===== config.mk =====
export PLATFORM = sky130hd
export DESIGN_NAME = camera_capture_writer
export DESIGN_NICKNAME = d
export VERILOG_FILES = /design/src/rtl/camera_capture_writer.sv
export SDC_FILE = /design/constraint.sdc
export NUM_CORES = 1
export LEC_CHECK = 0
export CORE_MARGIN = 2
export CORE_UTILIZATION = 27
export DETAILED_ROUTE_END_ITERATION = 10
export GPL_TIMING_DRIVEN = 0
export PLACE_DENSITY_LB_ADDON = 0.3
export SYNTH_ARGS = -nofsm -noshare
export SYNTH_HDL_FRONTEND = slang
export SYNTH_SLANG_ARGS = --single-unit

===== constraint.sdc =====
create_clock -name CLK -period 2.2 [get_ports CLK]
set_input_delay 0.44 -clock CLK [delete_from_list [all_inputs] [get_ports CLK]]
set_output_delay 0.44 -clock CLK [all_outputs]
set_load 0.03 [all_outputs]

===== src/rtl/camera_capture_writer.sv =====
// Camera capture writer: samples an 8-bit RGB565 camera bus (VSYNC/HREF framing),
// downsamples each pixel to RGB332 and issues one frame-buffer write per stored pixel.
module camera_capture_writer #(
  parameter int unsigned SCREEN_WIDTH  = 176,
  parameter int unsigned SCREEN_HEIGHT = 144,
  parameter int unsigned ADDR_WIDTH    = 15
) (
  input  logic                  CLK,
  input  logic                  RESET,
  input  logic                  VSYNC,
  input  logic                  HREF,
  input  logic [7:0]            D,
  output logic [7:0]            PIXEL_OUT,
  output logic [ADDR_WIDTH-1:0] W_ADDR,
  output logic                  W_EN,
  output logic                  FRAME_DONE
);

  localparam int unsigned XW = $clog2(SCREEN_WIDTH + 1);
  localparam int unsigned YW = $clog2(SCREEN_HEIGHT + 1);

  typedef enum logic [1:0] {
    WAIT_FRAME,
    WAIT_START,
    CAPTURE
  } state_t;

  state_t                state, state_n;
  logic [XW-1:0]         x, x_n;
  logic [YW-1:0]         y, y_n;
  logic                  phase, phase_n;
  logic [5:0]            hi, hi_n;
  logic                  href_q, href_n;
  logic                  line_px, line_px_n;
  logic [ADDR_WIDTH-1:0] line_base, line_base_n;
  logic [7:0]            pixel_n;
  logic [ADDR_WIDTH-1:0] addr_n;
  logic                  wen_n;
  logic                  done_n;

  // State and datapath registers
  always_ff @(posedge CLK or negedge RESET) begin
    if (!RESET) begin
      state      <= WAIT_FRAME;
      x          <= '0;
      y          <= '0;
      phase      <= 1'b0;
      hi         <= '0;
      href_q     <= 1'b0;
      line_px    <= 1'b0;
      line_base  <= '0;
      PIXEL_OUT  <= '0;
      W_ADDR     <= '0;
      W_EN       <= 1'b0;
      FRAME_DONE <= 1'b0;
    end else begin
      state      <= state_n;
      x          <= x_n;
      y          <= y_n;
      phase      <= phase_n;
      hi         <= hi_n;
      href_q     <= href_n;
      line_px    <= line_px_n;
      line_base  <= line_base_n;
      PIXEL_OUT  <= pixel_n;
      W_ADDR     <= addr_n;
      W_EN       <= wen_n;
      FRAME_DONE <= done_n;
    end
  end

  // Next-state, pixel assembly and address generation
  always_comb begin
    state_n     = state;
    x_n         = x;
    y_n         = y;
    phase_n     = phase;
    hi_n        = hi;
    href_n      = HREF & ~VSYNC;
    line_px_n   = line_px;
    line_base_n = line_base;
    pixel_n     = PIXEL_OUT;
    addr_n      = W_ADDR;
    wen_n       = 1'b0;
    done_n      = 1'b0;

    case (state)
      WAIT_FRAME: begin
        if (VSYNC) state_n = WAIT_START;
      end

      WAIT_START: begin
        if (!VSYNC) begin
          state_n     = CAPTURE;
          x_n         = '0;
          y_n         = '0;
          phase_n     = 1'b0;
          line_px_n   = 1'b0;
          line_base_n = '0;
        end
      end

      CAPTURE: begin
        if (VSYNC) begin
          // Frame end wins over a coincident HREF fall
          done_n      = 1'b1;
          state_n     = WAIT_START;
          x_n         = '0;
          y_n         = '0;
          phase_n     = 1'b0;
          line_px_n   = 1'b0;
          line_base_n = '0;
        end else if (HREF) begin
          if (!phase) begin
            hi_n    = {D[7:5], D[2:0]};
            phase_n = 1'b1;
          end else begin
            phase_n   = 1'b0;
            line_px_n = 1'b1;
            if ((x < XW'(SCREEN_WIDTH)) && (y < YW'(SCREEN_HEIGHT))) begin
              pixel_n = {hi, D[4:3]};
              addr_n  = line_base + ADDR_WIDTH'(x);
              wen_n   = 1'b1;
            end
            if (x < XW'(SCREEN_WIDTH)) x_n = x + XW'(1);
          end
        end else if (href_q) begin
          // Line end: drop any dangling high byte, advance only after a real pixel
          phase_n   = 1'b0;
          x_n       = '0;
          line_px_n = 1'b0;
          if (line_px && (y < YW'(SCREEN_HEIGHT))) begin
            y_n         = y + YW'(1);
            line_base_n = line_base + ADDR_WIDTH'(SCREEN_WIDTH);
          end
        end
      end

      default: state_n = WAIT_FRAME;
    endcase
  end

endmodule


; ---- Word level (Yosys, flattened, before mapping)
; Cells that the tools add are included.
[classes]
bitwise = 3
magnitude_cmp = 2
n_eq_ne = 10
add_sub_neg = 4
muxes = 38
n_reduce_logical = 12
[ops]
columns = op, count
row1 = $mux 8, 10
row2 = $mux 15, 5
row3 = $pmux 8 s2, 2
row4 = $pmux 15 s2, 1
row5 = $add 8x1->8 const B, 2
row6 = $lt 8x8->1 const B, 2
row7 = $add 15x8->15, 1
row8 = $add 15x8->15 const B, 1
row9 = $mux 1, 15
row10 = $reduce_and 5->1, 3
row11 = $ne 4x4->1 const B, 3
row12 = $ne 3x3->1 const B, 3
row13 = $reduce_and 4->1, 2
row14 = $mux 2, 2
row15 = $pmux 1 s2, 2
row16 = $pmux 2 s2, 1
row17 = $reduce_and 3->1, 1
row18 = $eq 2x1->1 const B, 1
row19 = $eq 2x2->1 const B, 1
row20 = $logic_and 1x1->1, 2
row21 = $logic_not 2->1, 1
row22 = $ne 2x1->1 const B, 1
row23 = $ne 2x2->1 const B, 1
row24 = $not 1->1, 2
row25 = other kinds (4), 4
[totals]
register_bits = 67
word_cells = 81

; ---- Logic depth before layout (Yosys ltp)
[depth]
word_depth = 7
depth_mapped = 8

; ---- Least setup slack after synthesis
; No wires, ideal clock.
[synth_path]
path_kind = register to register
start = register state[0]
end = register PIXEL_OUT[0]
path_stages_with_launch = 8
setup_slack_ns = 0.235
setup_ns = 0.125
arrival_time_ns = 1.840
n_path_buf = 2
synth_period_minus_slack_ns = 1.965
cell_sequence = dfrtp_1 inv_1 ha_1 nand2b_1 clkbuf_1 a2111oi_4 buf_6 mux2_2
[synth_between]
elab_chain_len = 2
[synth_lines]
columns = element, line_no
row1 = from (decl), 28  ; state_t state, state_n;
row2 = from (signal assigned), 57  ; state <= state_n;
row3 = $eq 2x2->1, 87  ; case (state)
row4 = $reduce_and 5->1 (no line), -
row5 = to (signal assigned), 65  ; PIXEL_OUT <= pixel_n;
row6 = to (decl), 13  ; output logic [7:0] PIXEL_OUT,
; Every way passes these cells.
; A chain may end at the register's enable or synchronous reset.

; ---- Final worst setup path
[layout_path]
start = register state[0]
end = register x[5]
[layout_between]
elab_chain_len = 3
elab_cells_between_ends = 9
cone_classes = 6 x eq/ne / 1 x mux / 2 x reduce/logical
[layout_lines]
columns = element, line_no
row1 = $eq 2x2->1 or $eq 2x1->1 (tied branches), 87
row2 = "$ne 4x4->1 (no line), or another cell as far along", -
row3 = $reduce_and 5->1 (no line), -
row4 = to (signal assigned), 58  ; x <= x_n;
row5 = to (decl), 29  ; logic [XW-1:0] x, x_n;
; Parallel ways exist; a longest one is shown, timed or not.

==> metrics.cfg <==
[status]
status=finished clean

[power]
p_leak_nw=1.75
powerDensity_nw_per_um2=862
vdd_drop_max_uv=446
fin_total_pwr_mw=3.57

[yosys]
synth_edf_count=0
synth.cell_area_um2=3260
async_flop_share=1.00
synth_xor_area_frac=0.0134
ys_seq_elements=63
synth_compound_area_frac=0.205
synth_cell_types=50
synth_area_leaders=dfrtp_1, mux2_2, o21ai_0, ha_1, nand3_1
syn_inst=316
synth_top_cell_area_share=0.484
synth_area_leader_cell=dfrtp_1
ys_seq_area_frac=0.484
synth_top_family_by_area=compound AO/OA/AOI/OAI gates
synthMuxAreaShare=0.0760
yosysWarnings=0
yosys.area_share.adder=0.0422
syn_area_per_cell_um2=10.3
synth.net_count=339
synthSimpleGateAreaFrac=0.142
synth_ff_type=dfrtp_1

[global_routing]
track_usage=0.125
grt_overflow_total=0
grt_pass1_vias=2558
grt_max_degree=64
antenna_found_initial=0
grt_first_pass_wirelength_um=12700

[placement]
dp_hpwl_um=5130
pre_cts_slack_ps=-497
place_congestion=0.828
port_buffers=36

[finish]
drive_gt1_frac=0.144
nets=385
layout_commonest_cell=dfrtp_1
synthToLayoutAreaGrowth_pct=26.9
final_cell_mix=dfrtp_1, clkdlybuf4s50_1, o21ai_0
diodes=0

[critical_path]
path_class=flop to flop
reg2reg_slack_ps=120
critPathMaxFanout=7
critical_path.cell_chain=inv_1 -> ha_1 -> a21bo_2 -> a211o_1 -> or4_1 -> nand2_1
crit_path_start_kind=flop
critPathCaptureType=flop
cpPeakStageDelay_ps=490
arrival_ps=2350
crit_slowest_cell=or4_1
path_buf_inv=1
crit_required_ps=2460
crit_family=compound AO/OA/AOI/OAI gates

[routing]
drcViolationCount=0
via_per_inst=5.08
wirelength_um=7580
firstDrtPassIters=4
first_iter_violations=131
ant_nets=0
num_vias=2610
routedWlPerCell_um=14.7

[clocking]
numCtsBuffers=9
worstSkewPairLatency_ps=330
htreeDepth=3
clkSinkCount=63
clock_path_buffers=2
cts_tree=yes
cts_root_buffer=clkbuf_16
clk_pin_slew_worst_paths_ps=60
holdBufCountCts=0

[floorplan]
start_util=0.274
dieArea_um2=13000
std_cell_rows=40
die_w_um=114
die_h_um=114
core_area_um2=11900
ioPinCount=37

[min_path]
hold_path_class=input pin to asynchronous set/reset pin

[timing]
maxSlewViolCount=0
worst_pin_slew_ps=798
slew-limit-headroom=0.468
finalSetupViolCount=0
hold_violations=0
worst_slack_ps=117
rsz0062_at_grt=false
min_period_over_period=0.947
period_needed_ps=2080
fmax_mhz=480
skew_ps=10.2
fin_tns_setup_ps=0
hold_ws_ps=198

[run]
maxCapViolations=0

cell usage after synthesis, drive strengths merged (2+ instances only):
master   number
o31a          2
a41oi         3
dfrtp        63
nor2b         4
o31ai         3
nand2        21
and2          2
xnor2         4
clkbuf        9
a31oi         9
nand3        16
mux2         22
a21oi        13
or3           6
a211o         5
o21a          3
o21ai        30
a21o          3
or4           3
nand4         4
and4          4
nor2         18
and3b         2
a2111oi       4
nand2b        3
nor3          3
a32oi         2
ha           11
inv          13
o41ai         2
o211ai        5
a2bb2oi       2
nand3b        3
buf           5
a21boi        5
a21bo         2
timing repair:
item,CTS,global route
setup endpoints to repair,25,43
pin swaps,1,1
resized for setup,4,9
buffers inserted,1,0
stage by stage:
step	util	cells	cell area, um2
after floorplan	-	316	3260
after global placement	0.319	499	3800
after detailed placement	0.319	499	3800
after CTS	0.346	516	4120
after global routing	0.347	514	4140
final	0.347	514	4140
logic make-up after synthesis:
family,count (synthesis)
AO/OA/AOI/OAI,98
adder cells (fa/ha/maj),11
flip-flops,63
multiplexers,22
AND/OR/NAND/NOR,90
XOR/XNOR,5
buffers and inverters,27
where the power goes:
part	switching [mW]	total (mW)	internal (mW)
clock network	0.520	1.43	0.912
registers	0.0796	1.36	1.28
logic	0.476	0.772	0.296
per-layer routing:
layer  GRT usage  vias up  part of all wire
li1            -     1276                 -
met1       0.156     1252              0.46
met2       0.208       69              0.47
met3      0.0266       13             0.045
met4      0.0577        0             0.021
met5           0        -                 0
state kept, by name (all words and copies together) (netlist names):
register / flops
FRAME_DONE: 1
PIXEL_OUT: 8
W_ADDR: 15
W_EN: 1
hi: 6
href_q: 1
line_base: 11
line_px: 1
phase: 1
state: 2
x: 8
y: 8
final timing paths:
path | from | end | cells after the start
worst max-delay path | state[0] | x[5] | 6
worst min-delay path | RESET | hi[4] | 1
worst max register to register | state[0] | x[5] | 6
worst min register to register | W_ADDR[2] | W_ADDR[2] | 1
max in group asynchronous | RESET | y[1] | 1
min in group CLK | W_ADDR[2] | W_ADDR[2] | 1
layout make-up:
class	instances	area [um2]
fillers	1204	7770
multi-input cells	226	1590
flip-flops and latches	63	1580
repair buffers	37	365
clock buffers	12	246
well taps	147	184
plain buffers	12	67.6
clock inverters	4	55.1
inverters	13	48.8
No activity file was read; power rests on OpenSTA's default activity.
